### config.mk
export PLATFORM = sky130hd
export DESIGN_NAME = truth_table_sweeper
export DESIGN_NICKNAME = d
export VERILOG_FILES = /design/src/rtl/truth_table_sweeper.sv
export SDC_FILE = /design/constraint.sdc
export NUM_CORES = 1
export LEC_CHECK = 0
export BUFFER_PORTS_ARGS = -buffer_cell sky130_fd_sc_hd__buf_2
export CORE_MARGIN = 8
export CORE_UTILIZATION = 40
export CTS_BUF_LIST = sky130_fd_sc_hd__clkbuf_8
export CTS_CLUSTER_SIZE = 28
export DETAILED_ROUTE_END_ITERATION = 10
export PLACE_DENSITY = 0.68
export SYNTH_ARGS = -nofsm -noshare
export SYNTH_HDL_FRONTEND = slang
export SYNTH_SLANG_ARGS = --single-unit
### constraint.sdc
create_clock -name clk -period 5.25 [get_ports clk]
set_input_delay 1.05 -clock clk [delete_from_list [all_inputs] [get_ports clk]]
set_output_delay 1.05 -clock clk [all_outputs]
set_load 0.05 [all_outputs]
### src/rtl/truth_table_sweeper.sv
// ---------------------------------------------------------------------------
// truth_table_sweeper
//
// Purpose:
//   Sequences a single-output 7-input combinational function block through
//   all 128 input vectors in ascending order. It samples the function output
//   for each vector, builds the 128-bit truth table and its ones count, and
//   compares the table against an expected signature that is captured at
//   start. The result is returned over a valid/ready handshake.
//
// Parameters:
//   SETTLE_CYCLES - idle cycles between driving a vector and sampling f_in
//                   (0..15)
//
// Ports:
//   clk          in   rising-edge clock
//   rst_n        in   asynchronous active-low reset
//   start        in   begin a sweep (accepted only when idle)
//   abort        in   stop a running sweep and return to idle, no result
//   x_drv        out  [6:0] vector driven to the function block (bit k -> xk)
//   f_in         in   function output for the current x_drv
//   expect_tt    in   [127:0] expected truth table, captured on start
//   busy         out  high while the sweep is driving or settling
//   res_valid    out  result available
//   res_ready    in   consumer accepts the result
//   truth_table  out  [127:0] bit i = f(i)
//   ones_count   out  [7:0] number of ones in truth_table
//   match        out  truth_table equals the captured expect_tt
// ---------------------------------------------------------------------------
module truth_table_sweeper #(
    parameter int unsigned SETTLE_CYCLES = 1
) (
    input  logic         clk,
    input  logic         rst_n,
    input  logic         start,
    input  logic         abort,
    output logic [6:0]   x_drv,
    input  logic         f_in,
    input  logic [127:0] expect_tt,
    output logic         busy,
    output logic         res_valid,
    input  logic         res_ready,
    output logic [127:0] truth_table,
    output logic [7:0]   ones_count,
    output logic         match
);

    localparam logic [1:0] S_IDLE  = 2'd0;
    localparam logic [1:0] S_DRIVE = 2'd1;
    localparam logic [1:0] S_WAIT  = 2'd2;
    localparam logic [1:0] S_HOLD  = 2'd3;

    // With no settle time the WAIT state is never entered: every new vector
    // is sampled on the very next edge.
    localparam bit         HAS_WAIT  = (SETTLE_CYCLES != 0);
    localparam logic [3:0] LAST_WAIT = HAS_WAIT ? 4'(SETTLE_CYCLES - 1) : 4'd0;
    localparam logic [1:0] NEXT_VEC  = HAS_WAIT ? S_WAIT : S_DRIVE;

    logic [1:0]   state_q, state_d;
    logic [6:0]   x_q, x_d;
    logic [127:0] tt_q, tt_d;
    logic [7:0]   ones_q, ones_d;
    logic         match_q, match_d;
    logic         valid_q, valid_d;
    logic [127:0] exp_q, exp_d;
    logic [3:0]   cnt_q, cnt_d;
    logic [127:0] tt_sampled;

    // Next-state logic. tt_sampled is the table with the current sample
    // merged in, so the final compare already includes the bit-127 sample.
    always_comb begin
        state_d    = state_q;
        x_d        = x_q;
        tt_d       = tt_q;
        ones_d     = ones_q;
        match_d    = match_q;
        valid_d    = valid_q;
        exp_d      = exp_q;
        cnt_d      = cnt_q;
        tt_sampled = tt_q;
        tt_sampled[x_q] = f_in;

        case (state_q)
            S_IDLE: begin
                // start wins over abort when both are high here
                if (start) begin
                    exp_d   = expect_tt;
                    tt_d    = '0;
                    ones_d  = '0;
                    match_d = 1'b0;
                    x_d     = '0;
                    cnt_d   = '0;
                    state_d = NEXT_VEC;
                end
            end

            S_WAIT: begin
                if (abort) begin
                    state_d = S_IDLE;
                    x_d     = '0;
                    cnt_d   = '0;
                    match_d = 1'b0;
                end else if (cnt_q == LAST_WAIT) begin
                    cnt_d   = '0;
                    state_d = S_DRIVE;
                end else begin
                    cnt_d = cnt_q + 4'd1;
                end
            end

            S_DRIVE: begin
                // abort takes priority: the pending sample is dropped
                if (abort) begin
                    state_d = S_IDLE;
                    x_d     = '0;
                    cnt_d   = '0;
                    match_d = 1'b0;
                end else begin
                    tt_d   = tt_sampled;
                    ones_d = ones_q + {7'd0, f_in};
                    if (x_q == 7'd127) begin
                        state_d = S_HOLD;
                        x_d     = '0;
                        valid_d = 1'b1;
                        match_d = (tt_sampled == exp_q);
                    end else begin
                        x_d     = x_q + 7'd1;
                        cnt_d   = '0;
                        state_d = NEXT_VEC;
                    end
                end
            end

            S_HOLD: begin
                if (res_ready) begin
                    valid_d = 1'b0;
                    state_d = S_IDLE;
                end
            end

            default: state_d = S_IDLE;
        endcase
    end

    always_ff @(posedge clk or negedge rst_n) begin
        if (!rst_n) begin
            state_q <= S_IDLE;
            x_q     <= '0;
            tt_q    <= '0;
            ones_q  <= '0;
            match_q <= 1'b0;
            valid_q <= 1'b0;
            exp_q   <= '0;
            cnt_q   <= '0;
        end else begin
            state_q <= state_d;
            x_q     <= x_d;
            tt_q    <= tt_d;
            ones_q  <= ones_d;
            match_q <= match_d;
            valid_q <= valid_d;
            exp_q   <= exp_d;
            cnt_q   <= cnt_d;
        end
    end

    assign x_drv       = x_q;
    assign busy        = (state_q == S_DRIVE) || (state_q == S_WAIT);
    assign res_valid   = valid_q;
    assign truth_table = tt_q;
    assign ones_count  = ones_q;
    assign match       = match_q;

endmodule

# Yosys cells after proc, flatten, opt, wreduce, memory -nomap -nowiden
# Index checks and enable logic that the tools add are counted.
[totals] inputBits=134 word_cells=76 ff_bits=279 output_inout_bits=146
[classes] eq_ne=13 order_cmp=2 n_reduce_logical=14 add_sub_neg=3 muxes=36
[ops] op="two-way mux 128 bit" count=2
[ops] op="one-hot mux 128 bit (2 select lines)" count=1
[ops] op="bitwise mux 128 bit" count=1
[ops] op="equality test 128 bit" count=1
[ops] op="two-way mux 7 bit" count=4
[ops] op="one-hot mux 7 bit (3 select lines)" count=1
[ops] op="two-way mux 4 bit" count=5
[ops] op="two-way mux 8 bit" count=2
[ops] op="one-hot mux 8 bit (2 select lines)" count=1
[ops] op="one-hot mux 4 bit (3 select lines)" count=1
[ops] op="AND reduction 3 bit" count=4
[ops] op="two-way mux 2 bit" count=5
[ops] op="!= test 2 bit (second input constant)" count=5
[ops] op="two-way mux 1 bit" count=9
[ops] op="!= test 3 bit (second input constant)" count=3
[ops] op="adder 8 x 1 -> 8 bit" count=1
[ops] op="less-than comparator 7 x 8 -> 1 bit (second input constant)" count=1
[ops] op="one-hot mux 2 bit (4 select lines)" count=1
[ops] op="AND reduction 4 bit" count=2
[ops] op="adder 7 x 1 -> 7 bit (second input constant)" count=1
[ops] op="demux 1 bit (select 7 bit)" count=1
[ops] op="equality test 7 bit (second input constant)" count=1
[ops] op=">= comparator 7 x 1 -> 1 bit (second input constant)" count=1
[ops] op="adder 4 x 1 -> 4 bit (second input constant)" count=1
[ops] op="11 further kinds" count=13

# Logic depth before layout (Yosys ltp)
[depth] word_depth=9 depth_mapped=12 ltp_nobuf=9

# Worst setup path after synthesis
# OpenSTA, ideal clock, no wires.
[synth_path] path_kind="flip-flop to flip-flop" startpoint="reg x_q[6], in the netlist x_drv[6]" endpoint="reg match_q, in the netlist match" setup_ns=0.092 period_less_slack_ns=3.110 n_path_buf=2 path_slack_ns=2.140 required_ns=5.158 arrival_time_ns=3.019 stages_incl_launch_ff=11 cell_sequence="dfrtp_1 buf_2 or4b_2 clkbuf_1 nor2_1 mux2i_1 o22ai_1 or4_1 nor4_1 nand4_1 o31ai_2"
[synth_between] elab_chain_len=9 word_cells_on_any_way=13 cone_classes="order compare (2); eq/ne (3); mux (6); reduce/logical (2)"
[synth_rtl] element="start: declaration" line="60" source="logic [6:0] x_q, x_d;"
[synth_rtl] element="start signal: assignment" line="148" source="x_q <= '0;"
[synth_rtl] element="start signal: assignment" line="157" source="x_q <= x_d;"
[synth_rtl] element="less-than comparator 7 x 8 -> 1 bit (implied by the code) or >= comparator 7 x 1 -> 1 bit (tied branches)" line="81" source="tt_sampled[x_q] = f_in;"
[synth_rtl] element="logical AND 1 bit (implied by the code)" line="81"
[synth_rtl] element="two-way mux 1 bit (implied by the code)" line="81"
[synth_rtl] element="demux 1 bit (select 7 bit)" line="81"
[synth_rtl] element="bitwise mux 128 bit" line="81"
[synth_rtl] element="equality test 128 bit" line="125" source="match_d = (tt_sampled == exp_q);"
[synth_rtl] element="two-way mux 1 bit" line="121" source="if (x_q == 7'd127) begin"
[synth_rtl] element="two-way mux 1 bit" line="113" source="if (abort) begin"
[synth_rtl] element="one-hot mux 1 bit (3 select lines)" line="83" source="case (state_q)"
[synth_rtl] element="end signal: assignment" line="160" source="match_q <= match_d;"
[synth_rtl] element="end: declaration" line="63" source="logic match_q, match_d;"
# Several ways; a longest one is shown, not always the timed one. The select of a mux whose other input is x is not followed.
# A chain may end at the register's enable or synchronous reset.

# Worst setup path after layout
# Same ends and word-level chain as after synthesis.

==> out/summary.txt <==
=====================================================================================
Clock net sink count ...................................................          279
Global-route layer with the greatest usage .............................         met2
Setup total negative slack .............................................         0 ns
Number of global-route vias before repair ..............................        15400
Starting DRC count in detailed routing .................................         1960
Post-cts gate resize count .............................................            0
Effective utilization at floorplan .....................................        40.2%
Overall global routing resource usage ..................................        29.1%
Max Root-Sink Buffers ..................................................            3
Total Routed Length ....................................................      70.0 mm
Die Outline Area .......................................................  46400 sq um
Largest vdd supply drop ................................................   0.000261 V
CP Launch Point ........................................................     x_drv[6]
Clk_lat worst skew .....................................................      0.65 ns
Total clock buffers created by CTS .....................................           52
Count of mapped cells out of synthesis .................................         1695
Area growth syn-to-layout ..............................................        18.4%
Met2 usage .............................................................        42.8%
Count of endpoints failing setup in the final report ...................            0
Result of the run ...................................................... finished, final reports clean
Ant diodes .............................................................            0
Synth warnings .........................................................            0
Number of hold buffers added after cts .................................            0
Crit path DAT ..........................................................      4.98 ns
Switching fraction of total power ......................................        37.9%
Htree depth ............................................................            2
Cell internal pwr ......................................................      4.94 mW
Die span in x ..........................................................       215 um
Total via count after detailed routing .................................        15700
Average footprint of a synthesized cell ................................   9.39 sq um
First-pass GRT wire length .............................................       103 mm
Setup repair after global routing missed its margin ....................        false
Synth cell types .......................................................           82
Pwr dens ...............................................................  422 nW/um^2
RePlAce Congestion .....................................................         1.01
Final Max Tran Viols ...................................................            0
Critical Path Start Type ...............................................     register
Critical path start-end classification .................................   reg -> reg
Final number of hold-violating endpoints ...............................            0
Net count of the finished layout .......................................         2073
Most frequent standard cell in the layout excluding fill and tap cells . sky130_fd_sc_hd__dfrtp_1
DRC ....................................................................            0
Critical register-to-register path startpoint ..........................     x_drv[6]
Layout Skew ............................................................    0.0341 ns
EDFF count, synth ......................................................            0
Endpoint type of the worst setup path ..................................     register
Detailed-placement wirelength estimate .................................      50.0 mm
Fraction of final layout cells sized beyond drive strength 1 ...........        29.0%
Area of the mapped netlist .............................................  15900 sq um
Root buffer cell ....................................................... sky130_fd_sc_hd__clkbuf_8
IO Count ...............................................................          280
Number of port buffers .................................................          279
Total of flip-flops plus latches after synthesis .......................          279
Share of the cycle needed by the critical path after routing ...........        83.9%
Number of max-cap violations ...........................................            0
Post CTS Setup Buffer Count ............................................            0
CTS tree ...............................................................         done
First drt pass iteration count .........................................            8
Most used cells in the layout excluding fill and tap cells ............. 279 x sky130_fd_sc_hd__dfrtp_1, 278 x sky130_fd_sc_hd__buf_2, 241 x sky130_fd_sc_hd__o21ai_0
Share of synthesized area occupied by flip-flops and latches ...........        43.9%
Min-delay worst type ...................................................  in -> async
Transition time at the pin with the least slew margin ..................      1.31 ns
Post-route ant nets ....................................................            0
Part of the power in registers .........................................        42.6%
Proportion of power drawn by combinational gates .......................        30.0%
Maximum clock rate .....................................................    0.227 GHz
Post-synth net total ...................................................         1839
Met3 track demand over resource ........................................        9.54%
Static leakage power ...................................................      8.33 nW
Overall die height .....................................................       215 um
Async S/R FF share, synth ..............................................         100%
Switching power ........................................................      3.02 mW
Total congestion overflow ..............................................            0
CTS clk-pin slew, worst paths ..........................................      0.07 ns
Number of rows in the core area ........................................           73
Number of antenna violations at the first check in global routing ......            1
Worst relative slew slack ..............................................        12.0%
Detail-routed via count per cell .......................................         6.27
Core area ..............................................................  39500 sq um
WP data required .......................................................      5.82 ns
Power share of the clock group .........................................        27.5%
Maximum fanout encountered on the critical timing path .................           35
Final total power ......................................................      7.96 mW
Pin count of the biggest net entering global routing ...................          101
Met1 capacity usage during global routing ..............................        38.1%
Fin crit period ........................................................      4.40 ns
Routed WL per cell .....................................................      28.0 um
Primary FF master, synth ............................................... sky130_fd_sc_hd__dfrtp_1
=====================================================================================
layout make-up:
type                       instances  area, sq um
clock buffer                      67          922
clock inverter                    30          164
fill                            3763        20700
inverter                          17         63.8
multi-input combinational       1246         8230
sequential                       279         6980
tap                              525          657
timing repair buffer             333         1840
critical path, cell delays in order, from the launching register on:
cell	delay [ns]
sky130_fd_sc_hd__dfrtp_1	1.16
sky130_fd_sc_hd__nand4b_1	0.86
sky130_fd_sc_hd__o21ai_0	0.49
sky130_fd_sc_hd__a21oi_1	0.11
sky130_fd_sc_hd__or4_1	0.41
sky130_fd_sc_hd__nor4_1	0.57
sky130_fd_sc_hd__and4_1	0.37
sky130_fd_sc_hd__nand4_1	0.15
sky130_fd_sc_hd__o31ai_2	0.21
flip-flops by register name, indices dropped and copies added, names as in the netlist:
| signal | cells |
|---|---|
| truth_table | 128 |
| x_drv | 7 |
| state_q | 2 |
| match | 1 |
| cnt_q | 4 |
| res_valid | 1 |
| ones_count | 8 |
| exp_q | 128 |
metrics by stage:
step	setup WS (ns)	instances	util, %	area (sq um)	hold WS, ns
6_report	0.845	2497	47.7	18900	0.473
5_1_grt	0.617	2497	47.7	18900	0.513
4_1_cts	1.01	2497	47.7	18900	0.470
3_5_place_dp	1.02	2400	44.9	17800	0.498
3_3_place_gp	1.07	2400	44.9	17800	0.491
2_1_floorplan	2.14	1695	-	15900	0.474
cells in the mapped netlist (all sizes together), types with 7 or more instances:
library cell	number	area share (%)
a2111oi	8	0.44
a21o	7	0.33
a21oi	168	5.3
a22o	52	2.9
and3	14	0.55
buf	66	2.3
clkbuf	87	2.1
dfrtp	279	44
ha	10	0.79
inv	17	0.40
mux2	129	9.1
mux2i	15	0.94
nand2	102	2.4
nand2b	7	0.28
nand3	66	2.1
nand4	20	0.83
nor2	88	2.1
nor2b	10	0.39
nor3	63	2.0
nor3b	11	0.58
nor4	13	0.61
o211ai	7	0.33
o21ai	246	7.8
o22ai	12	0.47
o31ai	17	0.83
xnor2	22	1.2
xor2	38	2.1
final timing paths:
check / to / slack (ns) / cells after the start
worst max-delay path: match / 0.85 / 8
worst min-delay path: ones_count[7] / 0.47 / 1
worst max register to register: match / 0.85 / 8
worst min register to register: res_valid / 0.51 / 2
max in group asynchronous: exp_q[101] / 3.54 / 2
min in group clk: res_valid / 0.51 / 2
cell families (layout without fill, tap and decap cells):
| group | Yosys count | in the layout | share of synthesized area, % |
|---|---|---|---|
| compound gates | 578 | 578 | 21.5 |
| xor+xnor | 60 | 60 | 3.30 |
| fa+ha+maj | 10 | 10 | 0.786 |
| buf+inv | 170 | 447 | 4.75 |
| flops | 279 | 279 | 43.9 |
| mux | 144 | 144 | 10.1 |
| simple gates | 454 | 454 | 15.7 |
metal layers:
| metal | wire (um) | up-vias |
|---|---|---|
| met5 | 0 | - |
| met4 | 3640 | 0 |
| met3 | 8070 | 202 |
| met2 | 30200 | 1022 |
| met1 | 28100 | 7723 |
| li1 | - | 6718 |
power groups by stage:
stage	logic [mW]	clock network (mW)	registers, mW
after CTS	2.36	2.23	3.36
after floorplan	1.66	0	3.05
after global placement	2.31	0	3.38
after global routing	2.55	2.33	3.42
after detailed placement	2.35	0	3.39
final	2.39	2.19	3.39
Note: power is estimated with default switching activity, not from simulation.
